**src/rtl/param_onehot_decoder_seq.sv**
```systemverilog
// Registered N-to-OUT_W one-hot decoder with load/hold and an auto-scan that walks the select.
// Define DECODER_ACTIVE_LOW_EN for an active-low one-hot out (idle value all ones).
module param_onehot_decoder_seq #(
    parameter int SEL_W       = 5,
    parameter int OUT_W       = 1 << SEL_W,
    parameter int STEP_CYCLES = 1
) (
    input  logic             clk,
    input  logic             rst,
    input  logic             en,
    input  logic             clear,
    input  logic             load,
    input  logic [SEL_W-1:0] sel,
    input  logic             scan,
    input  logic             scan_dir,
    output logic [OUT_W-1:0] out,
    output logic [SEL_W-1:0] idx,
    output logic             active,
    output logic             wrap,
    output logic             err
);
    localparam logic [1:0] IDLE = 2'd0;
    localparam logic [1:0] HOLD = 2'd1;
    localparam logic [1:0] SCAN = 2'd2;

`ifdef DECODER_ACTIVE_LOW_EN
    localparam logic [OUT_W-1:0] OUT_IDLE = '1;
    localparam logic [OUT_W-1:0] OUT_INV  = '1;
`else
    localparam logic [OUT_W-1:0] OUT_IDLE = '0;
    localparam logic [OUT_W-1:0] OUT_INV  = '0;
`endif

    // Wrap point is OUT_W-1, not the top of the index range, so partial decoders stay legal.
    localparam logic [SEL_W-1:0] IDX_LAST = SEL_W'(OUT_W - 1);
    localparam logic [15:0]      CNT_LAST = 16'(STEP_CYCLES - 1);

    logic [1:0]       state, state_n;
    logic [SEL_W-1:0] idx_n;
    logic [15:0]      cnt, cnt_n;
    logic             wrap_n, err_n;
    logic [OUT_W-1:0] onehot;

    always_comb begin
        state_n = state;
        idx_n   = idx;
        cnt_n   = cnt;
        wrap_n  = 1'b0;
        err_n   = 1'b0;
        if (clear) begin
            state_n = IDLE;
        end else if (load) begin
            if (32'(sel) >= OUT_W) begin
                state_n = IDLE;
                err_n   = 1'b1;
            end else begin
                state_n = HOLD;
                idx_n   = sel;
            end
        end else begin
            case (state)
                HOLD: begin
                    if (scan) begin
                        state_n = SCAN;
                        cnt_n   = '0;
                    end
                end
                SCAN: begin
                    if (!scan) begin
                        state_n = HOLD;
                    end else if (cnt == CNT_LAST) begin
                        cnt_n = '0;
                        if (!scan_dir) begin
                            wrap_n = (idx == IDX_LAST);
                            idx_n  = wrap_n ? '0 : idx + 1'b1;
                        end else begin
                            wrap_n = (idx == '0);
                            idx_n  = wrap_n ? IDX_LAST : idx - 1'b1;
                        end
                    end else begin
                        cnt_n = cnt + 16'd1;
                    end
                end
                default: ;
            endcase
        end
    end

    assign onehot = {{(OUT_W-1){1'b0}}, 1'b1} << idx_n;

    always_ff @(posedge clk or posedge rst) begin
        if (rst) begin
            state  <= IDLE;
            idx    <= '0;
            cnt    <= '0;
            out    <= OUT_IDLE;
            active <= 1'b0;
            wrap   <= 1'b0;
            err    <= 1'b0;
        end else if (en) begin
            state  <= state_n;
            idx    <= idx_n;
            cnt    <= cnt_n;
            out    <= (state_n == IDLE) ? OUT_IDLE : (onehot ^ OUT_INV);
            active <= (state_n != IDLE);
            wrap   <= wrap_n;
            err    <= err_n;
        end else begin
            wrap <= 1'b0;
            err  <= 1'b0;
        end
    end

endmodule

```
**config.mk**
```make
export PLATFORM = sky130hd
export DESIGN_NAME = param_onehot_decoder_seq
export DESIGN_NICKNAME = d
export VERILOG_FILES = /design/src/rtl/param_onehot_decoder_seq.sv
export SDC_FILE = /design/constraint.sdc
export NUM_CORES = 1
export LEC_CHECK = 0
export CAP_MARGIN = 40
export CORE_MARGIN = 2
export CORE_UTILIZATION = 45
export CTS_CLUSTER_SIZE = 12
export DETAILED_ROUTE_END_ITERATION = 16
export HOLD_SLACK_MARGIN = 0.06
export PLACE_DENSITY_LB_ADDON = 0.3
export SYNTH_ARGS = -nofsm -noshare
export SYNTH_HDL_FRONTEND = slang
export SYNTH_SLANG_ARGS = --single-unit
```
**constraint.sdc**
```tcl
create_clock -name clk -period 6.6 [get_ports clk]
set_input_delay 1.65 -clock clk [delete_from_list [all_inputs] [get_ports clk]]
set_output_delay 1.65 -clock clk [all_outputs]
set_load 0.02 [all_outputs]
```
==> run_results.csv, run 1 <==
group,metric,value,unit
run_status,status,"finished, final reports clean",
logic_synthesis,synth_edf_count,0,
placement,port_buffers,50,
logic_synthesis,yosys_most_used_dff,"dfrtp_1",
logic_synthesis,synth_top_cell_area_share,46.8,%
logic_synthesis,ys_top_cells_by_area,"dfrtp_1 47%, o22ai_1 6.8%, inv_1 5.7%",
setup_path,cp.arrival,4.11,ns
die,dieArea,7450,um^2
die,start_util,45.7,%
clock_tree,cts-resized-gates,0,
sta,relSlewSlack,53.3,%
clock_tree,cts_tree,"done",
logic_synthesis,synth.most_common_cell,"dfrtp_1",
cells_and_area,syn_to_final_growth,24.3,%
logic_synthesis,syn_area,3050,um^2
clock_tree,postCtsHoldBufs,0,
drt,wl,7280,um
power,total_power,0.858,mW
run,maxCapViolCount,0,
global_route,gr-total-overflow,0,
logic_synthesis,async_flop_share,100,%
drt,post_drt_wl_per_cell,15.4,um
logic_synthesis,yosys_warnings,0,
logic_synthesis,yosysTopAreaCell,"dfrtp_1",
power,leakage,1.56,nW
drt,drt_iter0_markers,201,
setup_path,path_class,"input port to flip-flop",
placement,gp_congestion,0.856,
setup_path,cp-start-kind,"input port",
placement,place_ws,2.35,ns
min_path,holdCritStartpoint,"out[24]",
clock_tree,numCtsBuffers,9,
die,die_x,86.3,um
logic_synthesis,synth_common_cells,"57 x dfrtp_1, 46 x inv_1, 33 x o22ai_1",
global_route,grt_first_pass_wirelength,12300,um
placement,placed_area,3590,um^2
clock_tree,clk_pin_slew,0.06,ns
setup_path,startpoint,"en",
sta,skew,0.00884,ns
drt,avgViaCountPerCell,5.66,
drt,first_pass_iters,5,
sta,fin_ws,2.69,ns
sta,rsz0062_at_grt,"no",
drt,drc,0,
drt,ant_nets,0,
logic_synthesis,synth_cell_types,54,
sta,holdWs,0.526,ns
sta,slew_viol_final,0,
setup_path,crit_fanout,40,
setup_path,required,6.80,ns
logic_synthesis,synth.avg_cell_area,8.92,um^2
sta,tns,0,ns
sta,setup_viol,0,
cells_and_area,post-route-util,56.7,%
cells_and_area,stdcell_count,474,
global_route,grt_start_max_net_pins,58,
power,peakVddDrop,0.000129,V
placement,placedCellCount,458,
setup_path,r2r-start,"cnt[0]",
global_route,first_global_vias,2540,
clock_tree,post_cts_buffers,0,
logic_synthesis,syn_inst,342,
setup_path,cp-end-kind,"flip-flop",
cells_and_area,antenna_cells,0,
global_route,grt_usage,21.1,%
die,core,6680,um^2
cells_and_area,nets,408,
die,num_io_pins,52,
clock_tree,htree_levels,3,
sta,fmax,256,MHz
power,p_per_area,226,nW/um^2
sta,period_needed,3.91,ns
placement,dpl.hpwl,5110,um
cells_and_area,fin_area,3790,um^2
cells_and_area,drive_gt1_share,7.87,%
logic_synthesis,ys_ff_latch,57,
clock_tree,clock-sinks,57,
sta,finalCritPeriodShare,59.3,%
die,row_count,30,
min_path,hp-class,"flip-flop to flip-flop",
clock_tree,root_buffer,"clkbuf_8",
drt,vias,2683,
global_route,antenna_found_initial,0,
logic_synthesis,synthesis.nets,361,
sta,report.final.hold_viol_count,0,
clock_tree,cts_max_path_buffers,2,
clock_tree,clock_latency,0.34,ns
cells_and_area,num-fill-cells,597,
sta,max_slew.worst_pin.slew,0.701,ns
logic_synthesis,ys_seq_area_share,46.8,%
die,die_h,86.3,um
## area by class of cell
type | instances | area [um^2] | share of cell area [%]
Tap cell | 80 | 100 | 2.64
Sequential cell | 57 | 1430 | 37.6
Clock inverter | 5 | 55.1 | 1.45
Timing Repair Buffer | 53 | 523 | 13.8
Clock buffer | 11 | 141 | 3.73
Multi-Input combinational cell | 222 | 1370 | 36.2
Inverter | 46 | 173 | 4.55
## power by group
| group | switching (mW) | total [mW] | internal (mW) |
|---|---|---|---|
| Sequential | 0.0179 | 0.379 | 0.361 |
| Clock | 0.139 | 0.322 | 0.183 |
| Combinational | 0.0935 | 0.157 | 0.0638 |
## cells by family after synthesis
family          after synthesis  synth area share, %
buf+inv                      63                 8.24
fa+ha+maj                     7                 2.87
flops                        57                 46.8
other cells                   1                0.123
compound gates              104                 22.1
simple gates                103                 17.8
mux                           1                0.369
xor+xnor                      6                 1.72
## cell usage in the layout, fill, tap and decap left out, types with 2 or more instances in the layout
cell             Yosys  routed
inv_1               46      45
nand2_1             27      27
dfrtp_1             57      57
a21oi_1             11      11
xor2_1               3       3
o22ai_1             33      33
nor4_1               3       3
ha_1                 7       7
buf_4                2       3
nand2b_1             3       3
clkbuf_8             0      10
nor3_1               5       5
a31oi_1              4       4
clkinv_2             0       2
clkdlybuf4s50_1      0      50
nand3_1             19      19
clkinvlp_4           0       2
o31ai_1              2       2
o21ai_0             32      32
nor4_2               2       2
nor2b_1              2       2
and3_1               9       9
o22a_1               3       3
nand2_2              2       2
xnor2_1              3       3
nor2_1              18      18
o31a_1               3       3
nand4_1              4       4
## per-layer routing
layer  global-route usage, %  routed length (um)
met2                    30.4                3280
met5                       0                   0
met1                    30.3                3510
met3                    4.00                 371
met4                    10.8                 130
## worst max-delay path: stages
cell and delay [ns]:
clkdlybuf4s50_1 0.46, buf_4 0.35, nor2b_1 0.36, o2111ai_1 0.16, buf_4 0.22, nor3_1 0.52
a21oi_1 0.14, o21ai_0 0.16, o21ai_0 0.09
## path summary, 6_finish.rpt
path	endpoint	slack [ns]	cells past startpoint
max in group asynchronous	idx[2]	4.31	3
max reg2reg	out[25]	3.81	9
min reg2reg	out[24]	0.53	2
min	out[24]	0.53	2
max	cnt[11]	2.69	9
min in group asynchronous	out[3]	1.82	3
## state kept, by name (all words and copies together), names as in the netlist
signal,flops
wrap,1
out,32
idx,5
active,1
cnt,16
state,2
Note: power is estimated with default switching activity, not from simulation.
==> run 2, diff against run 1 <==
- clock period: 6.6 -> 3.24 ns (I/O delays scaled with it)
==> run 2 against run 1 <==
  * Combinational power rose by 110%
  * Die area did not move
  * Sequential power rose by 100%
  * First-iteration DRC count fell by 34%
  * Sequential share of layout area fell by 0.66 points
  * Setup slack got worse by 2.1 ns
  * Register-to-register slack got worse by 3.3 ns
  * Global-route usage rose by 0.30 points
  * Cell area rose by 1.8%
  * Wire length rose by 2.9%
  * Critical path type is now flip-flop to flip-flop
  * Critical endpoint is now out[25]
  * Largest power group unchanged
==> run_results.csv, run 2 (same netlist as run 1, synthesis figures left out) <==
group,metric,value,unit
power,total_power,1.79,mW
setup_path,startpoint,"cnt[0]",
global_route,grt_first_pass_wirelength,12600,um
min_path,hp-class,"flip-flop to flip-flop",
sta,skew,0.0102,ns
clock_tree,clk_pin_slew,0.07,ns
drt,avgViaCountPerCell,5.70,
drt,wl,7500,um
die,row_count,30,
die,num_io_pins,52,
clock_tree,cts_tree,"done",
die,die_x,86.3,um
drt,first_pass_iters,4,
global_route,grt_usage,21.4,%
setup_path,path_class,"flip-flop to flip-flop",
clock_tree,postCtsHoldBufs,0,
cells_and_area,regArea,1430,um^2
setup_path,critPathBufInv,1,
setup_path,critPathSlowestCell,"dfrtp_1",
placement,place_ws,0.295,ns
run,maxCapViolCount,0,
global_route,antenna_found_initial,0,
clock_tree,clock-sinks,57,
cells_and_area,fin_area,3860,um^2
cells_and_area,drive_gt1_share,9.95,%
power,p_clk_share,38.2,%
setup_path,cp.arrival,2.96,ns
cells_and_area,final_cell_mix,"57 x dfrtp_1, 50 x clkdlybuf4s50_1, 45 x inv_1",
clock_tree,htree_levels,3,
sta,slew_viol_final,0,
sta,finalCritPeriodShare,83.4,%
drt,vias,2748,
power,peakVddDrop,0.000226,V
sta,tns,0,ns
drt,post_drt_wl_per_cell,15.5,um
sta,max_slew.worst_pin.slew,0.585,ns
power,p_int,1.25,mW
setup_path,cp-start-kind,"flip-flop",
placement,gp_congestion,0.887,
power,p_per_area,463,nW/um^2
cells_and_area,post-route-util,57.8,%
min_path,holdCritStartpoint,"out[28]",
placement,placed_area,3650,um^2
power,p_comb_share,18.6,%
sta,fin_ws,0.537,ns
power,leakage,1.60,nW
setup_path,required,3.50,ns
power,p_sw,0.538,mW
cells_and_area,nets,416,
clock_tree,clock_latency,0.34,ns
sta,relSlewSlack,60.9,%
power,p_seq_share,43.2,%
cells_and_area,reg_top3,"out: 32 flops, cnt: 16 flops, idx: 5 flops",
setup_path,r2r-start,"cnt[0]",
global_route,gr-total-overflow,0,
die,start_util,45.7,%
setup_path,cpPeakStageDelay,0.44,ns
sta,report.final.hold_viol_count,0,
setup_path,crit_chain,"inv_1 -> ha_1 -> nor3b_1 -> nand4_2 -> or2_1 -> o32a_1 -> a21oi_1 -> nand3_1 -> o22ai_1",
clock_tree,numCtsBuffers,9,
cells_and_area,antenna_cells,0,
die,die_h,86.3,um
placement,dpl.hpwl,5350,um
run_status,status,"finished, final reports clean",
cells_and_area,num-fill-cells,580,
power,switching_share,30.2,%
sta,setup_viol,0,
sta,fmax,370,MHz
clock_tree,post_cts_buffers,0,
drt,drt_iter0_markers,133,
drt,ant_nets,0,
global_route,first_global_vias,2646,
sta,rsz0062_at_grt,"no",
cells_and_area,largest_register_ffs,32,
cells_and_area,multiInputGateArea,1370,um^2
cells_and_area,final_common_cell,"dfrtp_1",
global_route,grt_start_max_net_pins,40,
clock_tree,cts-resized-gates,0,
setup_path,crit_fanout,12,
cells_and_area,syn_to_final_growth,26.5,%
cells_and_area,largest-register,"out",
clock_tree,cts_max_path_buffers,2,
die,dieArea,7450,um^2
sta,period_needed,2.70,ns
die,core,6680,um^2
setup_path,cp-end-kind,"flip-flop",
clock_tree,root_buffer,"clkbuf_8",
placement,port_buffers,50,
drt,drc,0,
setup_path,crit_family,"simple AND/OR/NAND/NOR gates",
[run 2: metrics by stage]
stage | instances | hold slack [ns]
after floorplan | 342 | 0.508
after global placement | 466 | 0.516
after detailed placement | 466 | 0.521
after CTS | 482 | 0.532
after global routing | 482 | 0.554
final | 482 | 0.526
[run 2: layer usage]
metal	wire length [um]	vias up	global-route usage, %	share of wire (%)
li1	-	1327	-	-
met1	3440	1321	29.4	46
met2	3550	90	32.7	47
met3	420	10	6.29	5.6
met4	81	0	6.82	1.1
met5	0	-	0	0
[run 2: path summary, 6_finish.rpt]
path,end,slack (ns),cells after the start
min reg2reg,out[28],0.53,2
max in group asynchronous,cnt[1],1.73,3
max reg2reg,out[25],0.54,9
max,out[25],0.54,9
min in group asynchronous,out[26],0.85,2
min,out[28],0.53,2
[run 2: final cells by class]
class / count / share of cell area (%)
inverters: 46 / 4.47
multi-input cells: 222 / 35.6
clock buffers: 10 / 3.57
well taps: 80 / 2.59
repair buffers: 61 / 15.1
flip-flops and latches: 57 / 37.0
clock inverters: 6 / 1.72
[run 2: worst reg2reg max path: stages, from the launching register on]
cell and delay [ns]:
dfrtp_1 0.44, inv_1 0.08, ha_1 0.13, nor3b_1 0.28
nand4_2 0.20, or2_1 0.40, o32a_1 0.39, a21oi_1 0.31
nand3_1 0.23, o22ai_1 0.17
[run 2: power groups by stage]
stage	logic (mW)	clock network, mW	registers, mW
final	0.332	0.682	0.772
after global routing	0.363	0.729	0.775
after CTS	0.329	0.699	0.770
after detailed placement	0.327	0	0.784
after global placement	0.323	0	0.783
after floorplan	0.190	0	0.797
==> run 3, diff against run 2 <==
- clock period: 3.24 -> 2.8 ns (I/O delays scaled with it)
==> run 3 against run 2 <==
  * First-iteration DRC count up 62%
  * Setup slack got worse by 0.28 ns
  * Register-to-register slack got worse by 0.28 ns
  * Count of clock-buffer cells in the layout shrank 1
  * Sequential cell count unchanged
  * Die area is the same
  * Combinational power is 17% higher
  * Power grew 18%
  * Cell count is 1.9% higher
  * Critical path depth stayed put
  * Worst hold slack better by 0.0041 ns
  * Sequential power rose by 16%
  * Critical path type unchanged
  * Largest cell class unchanged
  * Largest power group unchanged
  * Highest routed layer unchanged
==> run_results.csv, run 3 (same netlist as run 1, synthesis figures left out) <==
group,metric,value,unit
run_status,status,"finished, final reports clean",
sta,skew,0.0105,ns
drt,vias,2789,
die,dieArea,7450,um^2
clock_tree,htree_levels,3,
global_route,grt_start_max_net_pins,58,
clock_tree,post_cts_buffers,0,
global_route,antenna_found_initial,0,
placement,dpl.hpwl,5480,um
setup_path,cpPeakStageDelay,0.43,ns
cells_and_area,antenna_cells,0,
sta,tns,0,ns
setup_path,cp.arrival,2.78,ns
cells_and_area,largest-register,"out",
setup_path,required,3.04,ns
die,row_count,30,
global_route,gr-total-overflow,0,
run,maxCapViolCount,0,
drt,drc,0,
cells_and_area,nets,426,
clock_tree,root_buffer,"clkbuf_8",
setup_path,cp-start-kind,"flip-flop",
cells_and_area,final_cell_mix,"56 x dfrtp_1, 50 x clkdlybuf4s50_1, 45 x inv_1",
clock_tree,cts_max_path_buffers,2,
placement,gp_congestion,0.892,
die,num_io_pins,52,
power,p_comb_share,18.6,%
sta,fmax,394,MHz
clock_tree,numCtsBuffers,9,
power,p_per_area,532,nW/um^2
sta,period_needed,2.54,ns
power,p_sw,0.596,mW
power,p_clk_share,39.0,%
cells_and_area,multiInputGateArea,1380,um^2
cells_and_area,syn_to_final_growth,29.7,%
clock_tree,cts_tree,"done",
power,leakage,1.67,nW
global_route,first_global_vias,2729,
clock_tree,clk_pin_slew,0.07,ns
min_path,hp-class,"flip-flop to flip-flop",
placement,port_buffers,50,
sta,holdWs,0.530,ns
setup_path,crit_chain,"inv_1 -> ha_1 -> nor3b_2 -> nand4_2 -> or2_1 -> o32a_1 -> a21oi_1 -> nand2_1 -> o22ai_1",
sta,slew_viol_final,0,
cells_and_area,reg_top3,"out: 32 flops, cnt: 16 flops, idx: 5 flops",
drt,post_drt_wl_per_cell,15.6,um
setup_path,crit_fanout,10,
drt,drt_iter0_markers,216,
clock_tree,clock_latency,0.33,ns
power,p_int,1.51,mW
cells_and_area,drive_gt1_share,12.4,%
power,peakVddDrop,0.000361,V
sta,report.final.hold_viol_count,0,
drt,first_pass_iters,5,
power,switching_share,28.4,%
cells_and_area,post-route-util,59.2,%
cells_and_area,regArea,1430,um^2
global_route,grt_usage,21.5,%
die,core,6680,um^2
drt,ant_nets,0,
sta,finalCritPeriodShare,90.7,%
sta,rsz0062_at_grt,"no",
sta,setup_viol,0,
clock_tree,cts-resized-gates,0,
cells_and_area,largest_register_ffs,32,
setup_path,critPathSlowestCell,"dfrtp_1",
power,p_seq_share,42.4,%
drt,avgViaCountPerCell,5.68,
die,start_util,45.7,%
setup_path,cp-end-kind,"flip-flop",
clock_tree,clock-sinks,57,
die,die_h,86.3,um
drt,wl,7640,um
clock_tree,postCtsHoldBufs,0,
global_route,grt_first_pass_wirelength,12800,um
cells_and_area,final_common_cell,"dfrtp_1",
setup_path,path_class,"flip-flop to flip-flop",
die,die_x,86.3,um
cells_and_area,num-fill-cells,595,
[run 3: cell count changes in the layout (fill, tap and decap cells not counted), sizes merged]
cell	before	now
bufinv	1	2
buf	11	21
clkbuf	10	9
clkinv	1	4
clkinvlp	3	0
inv	47	46
[run 3: critical path: cells and delay by family, from the launching register on]
kind	cells	cell delay, ns
flops	1	0.43
buf+inv	1	0.08
simple gates	4	0.92
fa+ha+maj	1	0.14
compound gates	3	0.89
[run 3: final timing paths]
| path | startpoint | end | slack, ns | depth (start not counted) |
|---|---|---|---|---|
| worst max-delay path | cnt[0] | out[0] | 0.26 | 9 |
| worst min-delay path | active | active | 0.53 | 2 |
| worst max register to register | cnt[0] | out[0] | 0.26 | 9 |
| worst min register to register | active | active | 0.53 | 2 |
| max in group asynchronous | rst | idx[3] | 1.79 | 3 |
| min in group asynchronous | rst | out[26] | 0.73 | 3 |
[run 3: power groups by stage]
stage | sequential (mW) | clock, mW | combinational (mW)
after CTS | 0.892 | 0.840 | 0.388
after global routing | 0.897 | 0.879 | 0.425
after detailed placement | 0.908 | 0 | 0.386
after floorplan | 0.922 | 0 | 0.219
final | 0.893 | 0.820 | 0.390
after global placement | 0.907 | 0 | 0.382
[run 3: cell type report]
cell class	count	share of cell area [%]
multi-input combinational	222	34.8
inverter	46	4.36
clock buffer	9	3.13
clock inverter	6	2.12
tap	80	2.53
sequential	57	36.1
timing repair buffer	71	17.0
[run 3: metrics by stage]
| stage | cell area [um^2] | std cells | power (mW) | setup WS [ns] |
|---|---|---|---|---|
| 6_report | 3960 | 491 | 2.10 | 0.260 |
| 5_1_grt | 3960 | 491 | 2.20 | 0.0562 |
| 4_1_cts | 3950 | 491 | 2.12 | 0.165 |
| 3_5_place_dp | 3740 | 476 | 1.29 | 0.0260 |
| 3_3_place_gp | 3740 | 476 | 1.29 | 0.0866 |
| 2_1_floorplan | 3050 | 342 | 1.14 | 0.443 |
[run 3: routing by layer]
| layer | vias to the layer above | global-route usage, % | wire (um) |
|---|---|---|---|
| met4 | 0 | 7.39 | 138 |
| met1 | 1333 | 30.6 | 3560 |
| met3 | 20 | 4.67 | 396 |
| li1 | 1348 | - | - |
| met2 | 88 | 32.7 | 3540 |
| met5 | - | 0 | 0 |
==> RTL change: new RTL, settings of run 1 <==
Build with the macro `DECODER_ACTIVE_LOW_EN` defined.
--- a/src/rtl/param_onehot_decoder_seq.sv
+++ b/src/rtl/param_onehot_decoder_seq.sv
@@ -1,5 +1,7 @@
 // Registered N-to-OUT_W one-hot decoder with load/hold and an auto-scan that walks the select.
 // Define DECODER_ACTIVE_LOW_EN for an active-low one-hot out (idle value all ones).
+`define DECODER_ACTIVE_LOW_EN
+
 module param_onehot_decoder_seq #(
     parameter int SEL_W       = 5,
     parameter int OUT_W       = 1 << SEL_W,
Check against the original RTL: not equivalent (a bounded check fails within 4 cycles, from zero or initial values and one cycle with rst high).
==> RTL change against run 1 <==
  * Sequential cell count unchanged
  * Final area increased by 4.1%
  * Routed wire length increased by 4.8%
  * Critical path depth decreased by 1
  * Synthesized cell count decreased by 5.6%
  * Global-route usage decreased by 0.20 points
  * Power increased by 3.7%
  * Area after synthesis increased by 3.8%
  * Largest cell class is now multi-input gates
  * Setup slack got worse by 0.31 ns
  * Clock skew increased by 0.0036 ns
==> RTL change: results <==
export IMPL_reg2reg_depth=9
export IMPL_avgSynthCellArea_um2=9.804
export IMPL_cts_buffers=9
export IMPL_yosysSeqAreaShare=0.4631
export IMPL_placed_area_mm2=0.003726
export IMPL_wire_per_inst_um=16.21
export IMPL_synth_compound_area_frac=0.2078
export IMPL_p_leak_nw=1.575
export IMPL_dpl_hpwl_um=5275
export IMPL_r2r_start="idx[0]$_DFFE_PP0P_"
export IMPL_vdd_ir_drop_max_mv=0.09412
export IMPL_hold_ws_ns=0.4902
export IMPL_reg2reg_setup_slack_ns=3.67
export IMPL_grt_pass1_vias=2564
export IMPL_grt_pass1_wl_um=12390
export IMPL_synthMuxAreaShare=0
export IMPL_synthAdderAreaFrac=0.02766
export IMPL_drtIter0Drc=205
export IMPL_dp_cells=455
export IMPL_intPower_mw=0.6290
export IMPL_fill_cells=595
export IMPL_tightest_slew_ns=0.9063
export IMPL_ys_types=53
export IMPL_drive_gt1_frac=0.1920
export IMPL_gr_usage_met1=0.2855
export IMPL_firstDrtPassIters=4
export IMPL_grt_util_met3=0.04147
export IMPL_synth_area_leaders="dfstp_2, dfrtp_1, a31oi_1, nor2_1, nor4_4"
export IMPL_outcome="completed"
export IMPL_syn_nets=342
export IMPL_instances_no_fill=471
export IMPL_clock_skew_ns=0.01244
export IMPL_use_met2=0.3237
export IMPL_hold_end="out[23]$_DFFE_PP1P_"
export IMPL_final_max_slew_viol_count=0
export IMPL_drc=0
export IMPL_design_area_mm2=0.003945
export IMPL_path_max_fanout=41
export IMPL_cp_arrival_ns=4.41
export IMPL_pre_cts_slack_ns=2.072
export IMPL_track_usage=0.2091
export IMPL_worstHoldStart="out[23]$_DFFE_PP1P_"
export IMPL_synth_main_ff_cell="dfstp_2"
export IMPL_gp_congestion=0.8177
export IMPL_via_per_inst=5.737
export IMPL_timing_rr_end="out[4]$_DFFE_PP1P_"
export IMPL_synth_cells_most_frequent="nor2_1, a31oi_1, dfstp_2"
export IMPL_synthXorXnorAreaFrac=0.03319
export IMPL_fin_nets=389
RTL change: worst max-delay path by stage:
| stage | from | endpoint | slack [ns] |
|---|---|---|---|
| floorplan | scan_dir | out[20]$_DFFE_PP1P_ | 3.35 |
| global placement | en | cnt[8]$_DFFE_PP0P_ | 2.15 |
| detailed placement | en | cnt[10]$_DFFE_PP0P_ | 2.07 |
| CTS | en | cnt[8]$_DFFE_PP0P_ | 2.43 |
| global route | en | cnt[8]$_DFFE_PP0P_ | 2.13 |
| finish | en | cnt[8]$_DFFE_PP0P_ | 2.38 |
RTL change: worst max-delay path: stages:
cell	delay, ns
clkdlybuf4s50_1	0.45
buf_4	0.35
and2b_1	0.32
o2111ai_1	0.49
nor3_1	0.75
nand3_1	0.17
xor2_1	0.17
nor2_1	0.05
RTL change: layer usage:
layer | wire (um) | part of all wire | up-vias
met5 | 0 | 0 | -
met4 | 92 | 0.012 | 0
met3 | 408 | 0.053 | 10
met2 | 3697 | 0.48 | 89
met1 | 3434 | 0.45 | 1324
li1 | - | - | 1279
RTL change: power groups by stage:
stage | combinational, mW | clock [mW] | sequential [mW]
global placement | 0.162 | 0 | 0.384
CTS | 0.165 | 0.351 | 0.379
floorplan | 0.106 | 0 | 0.390
detailed placement | 0.165 | 0 | 0.385
finish | 0.165 | 0.345 | 0.379
global route | 0.180 | 0.368 | 0.381
RTL change: kinds of logic after synthesis:
kind of cell / Yosys count
compound gates: 94
xor+xnor: 12
fa+ha+maj: 7
buf+inv: 30
flops: 57
other cells: 1
simple gates: 122
RTL change: layout make-up:
cell class,instances,share of cell area
multi-input combinational,236,0.3974
clock inverter,2,0.003489
sequential,57,0.3717
tap,96,0.03045
clock buffer,14,0.05201
timing repair buffer,53,0.1326
inverter,13,0.01237
